File: config.mk
export PLATFORM = sky130hd
export DESIGN_NAME = instr_loader
export DESIGN_NICKNAME = d
export VERILOG_FILES = /design/src/rtl/instr_loader.sv
export SDC_FILE = /design/constraint.sdc
export NUM_CORES = 1
export LEC_CHECK = 0
export CORE_ASPECT_RATIO = 1.5
export CORE_UTILIZATION = 45
export CTS_CLUSTER_DIAMETER = 40
export CTS_CLUSTER_SIZE = 16
export DETAILED_ROUTE_END_ITERATION = 6
export PLACE_DENSITY = 0.79
export SYNTH_ARGS = -nofsm -noshare
export SYNTH_HDL_FRONTEND = slang
export SYNTH_SLANG_ARGS = --single-unit
File: constraint.sdc
create_clock -name clk -period 3.1 [get_ports clk]
set_clock_uncertainty 0.05 [all_clocks]
set_input_delay 0.775 -clock clk [delete_from_list [all_inputs] [get_ports clk]]
set_output_delay 0.775 -clock clk [all_outputs]
set_load 0.01 [all_outputs]
File: src/rtl/instr_loader.sv
// Byte-serial instruction loader: packs UART bytes big-endian into 32-bit words for instruction RAM.
// Optional checksum stage selected by `define LOADER_CHECKSUM_EN.
module instr_loader #(
  parameter int          MAX_WORDS = 256,
  parameter logic [31:0] HALT_WORD = 32'hFFFFFFFF
) (
  input  logic        clk,
  input  logic        reset,
  input  logic        in_start,
  input  logic [7:0]  in_rx_data,
  input  logic        in_rx_done,
  output logic [31:0] out_ins_to_mem,
  output logic [31:0] out_addr_debug,
  output logic        out_wea_ram_inst,
  output logic        out_debug_flag,
  output logic        out_load_done,
  output logic        out_overflow,
  output logic        out_chk_err
);

`ifdef LOADER_CHECKSUM_EN
  typedef enum logic [1:0] {RECV = 2'd0, WRITE = 2'd1, CHK = 2'd2, DONE = 2'd3} state_t;
`else
  typedef enum logic [1:0] {RECV = 2'd0, WRITE = 2'd1, DONE = 2'd3} state_t;
`endif

  localparam logic [31:0] LAST_ADDR = 32'((MAX_WORDS - 1) * 4);

  state_t      r_state;
  state_t      w_next_state;
  logic [23:0] r_shift;
  logic [1:0]  r_byte_cnt;
  logic [31:0] r_ins;
  logic [31:0] r_addr;
  logic        r_overflow;

  logic w_is_halt;
  logic w_is_last;
  logic w_write_cont;
  logic w_accept;
  logic w_word_done;
  logic w_restart;

  assign w_is_halt    = (r_ins == HALT_WORD);
  assign w_is_last    = (r_addr == LAST_ADDR);
  assign w_write_cont = !w_is_halt && !w_is_last;
  // A byte arriving during WRITE starts the next word only if loading continues.
  assign w_accept     = in_rx_done &&
                        ((r_state == RECV) || ((r_state == WRITE) && w_write_cont));
  assign w_word_done  = w_accept && (r_byte_cnt == 2'd3);
  assign w_restart    = (r_state == DONE) && in_start;

`ifdef LOADER_CHECKSUM_EN
  logic [7:0] r_xor;
  logic       r_chk_err;
  logic       w_chk_byte;

  // The checksum byte may land in the halt word's WRITE cycle as well as in CHK.
  assign w_chk_byte = in_rx_done &&
                      ((r_state == CHK) || ((r_state == WRITE) && w_is_halt));

  always_ff @(posedge clk or posedge reset) begin
    if (reset) begin
      r_xor     <= 8'h00;
      r_chk_err <= 1'b0;
    end else if (w_restart) begin
      r_xor     <= 8'h00;
      r_chk_err <= 1'b0;
    end else begin
      if (w_accept) begin
        r_xor <= r_xor ^ in_rx_data;
      end
      if (w_chk_byte) begin
        r_chk_err <= (in_rx_data != r_xor);
      end
    end
  end

  assign out_chk_err = r_chk_err;
`else
  assign out_chk_err = 1'b0;
`endif

  always_ff @(posedge clk or posedge reset) begin
    if (reset) begin
      r_state <= RECV;
    end else begin
      r_state <= w_next_state;
    end
  end

  always_comb begin
    w_next_state = r_state;
    case (r_state)
      RECV: begin
        if (w_word_done) begin
          w_next_state = WRITE;
        end
      end
      WRITE: begin
        if (w_is_halt) begin
`ifdef LOADER_CHECKSUM_EN
          w_next_state = in_rx_done ? DONE : CHK;
`else
          w_next_state = DONE;
`endif
        end else if (w_is_last) begin
          w_next_state = DONE;
        end else begin
          w_next_state = RECV;
        end
      end
`ifdef LOADER_CHECKSUM_EN
      CHK: begin
        if (in_rx_done) begin
          w_next_state = DONE;
        end
      end
`endif
      DONE: begin
        if (in_start) begin
          w_next_state = RECV;
        end
      end
      default: w_next_state = RECV;
    endcase
  end

  always_comb begin
    out_wea_ram_inst = (r_state == WRITE);
    out_debug_flag   = (r_state != DONE);
    out_load_done    = (r_state == DONE);
  end

  always_ff @(posedge clk or posedge reset) begin
    if (reset) begin
      r_shift    <= 24'h000000;
      r_byte_cnt <= 2'd0;
      r_ins      <= 32'h00000000;
      r_addr     <= 32'h00000000;
      r_overflow <= 1'b0;
    end else if (w_restart) begin
      r_shift    <= 24'h000000;
      r_byte_cnt <= 2'd0;
      r_addr     <= 32'h00000000;
      r_overflow <= 1'b0;
    end else begin
      if (w_accept) begin
        r_shift    <= {r_shift[15:0], in_rx_data};
        r_byte_cnt <= r_byte_cnt + 2'd1;
        // The word register only changes on completion, so it is stable through WRITE.
        if (r_byte_cnt == 2'd3) begin
          r_ins <= {r_shift, in_rx_data};
        end
      end
      if (r_state == WRITE) begin
        r_addr <= r_addr + 32'd4;
        if (!w_is_halt && w_is_last) begin
          r_overflow <= 1'b1;
        end
      end
    end
  end

  assign out_ins_to_mem = r_ins;
  assign out_addr_debug = r_addr;
  assign out_overflow   = r_overflow;

endmodule

==> metrics.md <==
| Metric | Value |
|---|---|
| Endpoint kind of the worst setup timing path | flop |
| Post-route ant nets | 0 |
| Most area-consuming cells after synthesis | sky130_fd_sc_hd__dfrtp_1 55%, sky130_fd_sc_hd__mux2_2 9.7%, sky130_fd_sc_hd__mux2i_1 6.5% |
| Clk_lat worst skew | 0.34 ns |
| Routed vias/inst | 5.45 |
| Pin count of the biggest net entering global routing | around 90 |
| Final antenna diode count | 0 |
| Total negative slack for setup checks | 0 ns |
| Switching fraction of total power | 30.4% |
| Hold-fix buffer count after cts | 0 |
| Fraction of power consumed by combinational cells | 30.9% |
| Cells after Synth | about 370 |
| Vias in the first global route | 3038 |
| Buffer depth of the longest clock path | 2 |
| Internal power of the cells | 2.93 mW |
| Fraction of the core area covered by cells at the end of the flow | 60.1% |
| Clock transition at the registers of the reported paths | approximately 0.07 ns |
| Chip Width | approximately 80 um |
| Layout Area Growth over Synthesis | 28.1% |
| Layout Cells excl Fill | 562 |
| Global-route wire length before repair | 15.2 mm |
| Share of layout cells above drive strength 1 | 15.5% |
| Number of flip-flops and latches in the synthesized netlist | 91 |
| Leakage dissipation | about 2.4 nW |
| Count of standard-cell rows | 42 |
| Register-to-register path setup slack | 0.34 ns |
| Sinks on the clock net | between 90 and 100 |
| Number of failing hold endpoints at the final stage | 0 |
| Detail Placement HPWL | 6.39 mm |
| Synthesis Warnings | 0 |
| Placer's final routability congestion estimate | 0.841 |
| Synth area leader | sky130_fd_sc_hd__dfrtp_1 |
| Number of vias in the routed layout | 3064 |
| Count of input and output buffers | 77 |
| Number of distinct library cells after synthesis | 42 |
| Nature of the critical path startpoint | flop |
| Setup violations, final | 0 |
| Peak Freq | around 360 MHz |
| Power Density | between 700 and 800 nW/um2 |
| Worst setup path category | reg -> reg |
| Placed cell count | roughly 550 |
| Area of the core | 8880 um2 |
| Transition time at the pin with the least slew margin | 0.934 ns |
| I/O pin total | slightly above 80 |
| Maximum capacitance violations | 0 |
| Netlist area before placement | 4170 um2 |
| CTS tree | done |
| Period Utilization, post-route | 89.1% |
| Residual DRC count | 0 |
| Syn Area/Cell | 11.4 um2 |
| Clock group share of total power | between 20 and 30% |
| Sequential area share after synthesis | between 50% and 60% |
| Net switching power of the design | 1.28 mW |
| Most frequent standard cell in the layout excluding fill and tap cells | sky130_fd_sc_hd__dfrtp_1 |
| Critical path required time | 3.28 ns |
| Die area | approximately 9700 um2 |
| Pins Over Slew Limit | 0 |
| Initial DRC count | between 100 and 150 |
| Final period demand of the worst path | 2.76 ns |
| FF+latch area | ~2300 um2 |
| Commonest cells after routing, fill and taps aside | 91 x sky130_fd_sc_hd__dfrtp_1, 77 x sky130_fd_sc_hd__clkdlybuf4s50_1, 47 x sky130_fd_sc_hd__nand2_1 |
| Post-detailed-routing wire length | 9.11 mm |
| CTS resizes | 0 |
| Arrival time at the worst endpoint | 2.94 ns |
| Relative max-transition margin | 37.6% |
| Unrepaired setup endpoints after global routing | false |
| Initial Utilization | between 40% and 50% |
| Routed WL per cell | 16.2 um |
| Post-synth top area share | a little over half |
| Total CTS buffers | 9 |
| Path class of the lowest-slack min-delay path | reg -> reg |
| Pre-Repair DR Iteration Count | 4 |
| Y dimension of the die | around 120 um |
| Final net count | 462 |
| Maximum fanout along the worst path | 32 |
| Status | finished clean |
| Initial antenna violation count | 0 |
| Post-CTS repair timing setup buffer count | 0 |
| GRT overflow | 0 |
| Peak supply drop | around 0.5 mV |
| GRT Total Usage | 21.0% |
| Total area of multi-input combinational cells | 1680 um2 |
| Root Buffer Master | sky130_fd_sc_hd__clkbuf_16 |
| Total of fill cells in the finished design | 725 |
| H-tree levels | 3 |
| Reg power frac | 43.2% |
==> power groups by stage <==
| stage | Sequential (mW) | Combinational [mW] | Clock (mW) |
|---|---|---|---|
| 3_3_place_gp | 1.81 | 1.26 | 0 |
| 2_1_floorplan | 1.88 | 0.540 | 0 |
| 6_report | 1.81 | 1.30 | 1.09 |
| 3_5_place_dp | 1.83 | 1.31 | 0 |
| 5_1_grt | 1.86 | 1.42 | 1.18 |
| 4_1_cts | 1.82 | 1.32 | 1.11 |
==> synth_stat cells <==
cell                        number
sky130_fd_sc_hd__nor2b_1         1
sky130_fd_sc_hd__mux2i_1        27
sky130_fd_sc_hd__o21bai_4        1
sky130_fd_sc_hd__and4_4          1
sky130_fd_sc_hd__clkbuf_1        7
sky130_fd_sc_hd__mux2_2         36
sky130_fd_sc_hd__nor4_1          8
sky130_fd_sc_hd__inv_1          25
sky130_fd_sc_hd__nor2_1         15
sky130_fd_sc_hd__and3_1          6
sky130_fd_sc_hd__nor4_2          1
sky130_fd_sc_hd__o211ai_1        7
sky130_fd_sc_hd__nand3_1        12
sky130_fd_sc_hd__a2111oi_0       1
sky130_fd_sc_hd__nor3b_1         1
sky130_fd_sc_hd__buf_4           3
sky130_fd_sc_hd__ha_1            3
sky130_fd_sc_hd__dfrtp_1        91
sky130_fd_sc_hd__o2bb2a_4        1
sky130_fd_sc_hd__a21oi_1         2
sky130_fd_sc_hd__or2_2           1
sky130_fd_sc_hd__o21ai_4         1
sky130_fd_sc_hd__nand3_2         1
sky130_fd_sc_hd__mux2_1          2
sky130_fd_sc_hd__nor3_1          3
sky130_fd_sc_hd__buf_12          1
sky130_fd_sc_hd__nand2_1        47
sky130_fd_sc_hd__and2_1          2
sky130_fd_sc_hd__nor3_2          1
sky130_fd_sc_hd__o21ai_0        16
sky130_fd_sc_hd__o31ai_1         8
sky130_fd_sc_hd__buf_6           4
sky130_fd_sc_hd__a31oi_1         2
sky130_fd_sc_hd__buf_1           1
sky130_fd_sc_hd__mux2_4          2
sky130_fd_sc_hd__xnor2_1         1
sky130_fd_sc_hd__and4_1          1
sky130_fd_sc_hd__conb_1          1
sky130_fd_sc_hd__clkbuf_2        1
sky130_fd_sc_hd__xor2_1          1
sky130_fd_sc_hd__nand4_1        19
sky130_fd_sc_hd__o21bai_1        1
==> metal layers <==
metal  wire, um  track usage [%]  vias up
met5          0                0        -
met4        287             10.4        0
met3        333             5.02       17
met2       4830             35.2       75
met1       3660             24.8     1521
li1           -                -     1451
==> final timing paths <==
| path | start | end | cells after the start |
|---|---|---|---|
| worst min register to register | r_byte_cnt[0] | r_byte_cnt[0] | 1 |
| min in group asynchronous | reset | r_byte_cnt[1] | 3 |
| worst min-delay path | r_byte_cnt[0] | r_byte_cnt[0] | 1 |
| worst max-delay path | out_ins_to_mem[15] | out_ins_to_mem[26] | 6 |
| max in group asynchronous | reset | r_state[0] | 3 |
| worst max register to register | out_ins_to_mem[15] | out_ins_to_mem[26] | 6 |
==> registers in the layout, summed over array words and instances (netlist names) <==
name and cells:
out_addr_debug 30, out_ins_to_mem 32, out_overflow 1, r_shift 24
r_state 2, r_byte_cnt 2
==> worst max-delay path: stages, from the launching register on <==
cell and delay [ns]:
sky130_fd_sc_hd__dfrtp_1 0.40, sky130_fd_sc_hd__nand4_1 0.11, sky130_fd_sc_hd__nor4_1 0.53, sky130_fd_sc_hd__buf_4 0.21, sky130_fd_sc_hd__o2bb2a_4 0.18, sky130_fd_sc_hd__o21bai_4 0.72, sky130_fd_sc_hd__mux2_2 0.42
==> metrics by stage <==
step | total power, mW | hold WS, ns | setup slack, ns | instance area [um2]
6_report | 4.20 | 0.439 | 0.339 | 5340
2_1_floorplan | 2.42 | 0.402 | 1.05 | 4180
3_3_place_gp | 3.08 | 0.420 | 0.358 | 5040
4_1_cts | 4.25 | 0.438 | 0.277 | 5340
3_5_place_dp | 3.14 | 0.429 | 0.273 | 5040
5_1_grt | 4.45 | 0.455 | 0.185 | 5340
==> cell families (layout without fill, tap and decap cells) <==
logic type | count (synthesis) | after routing | synth area share (%)
muxes | 67 | 67 | 17.5
AOI/OAI and AO/OA | 40 | 40 | 6.88
and+or+nand+nor | 120 | 120 | 14.4
adders and majority gates | 3 | 3 | 0.901
xor gates and xnor gates | 2 | 2 | 0.420
other | 1 | 3 | 0.0900
buffers and inverters | 42 | 126 | 5.20
DFF | 91 | 91 | 54.7
==> cell type report <==
type	count	share of cell area [%]
multi-input cells	235	31.5
flip-flops and latches	91	42.7
repair buffers	85	15.8
clock buffers	10	4.29
inverters	25	1.83
well taps	110	2.58
clock inverters	6	1.36
No activity file was read; power rests on OpenSTA's default activity.
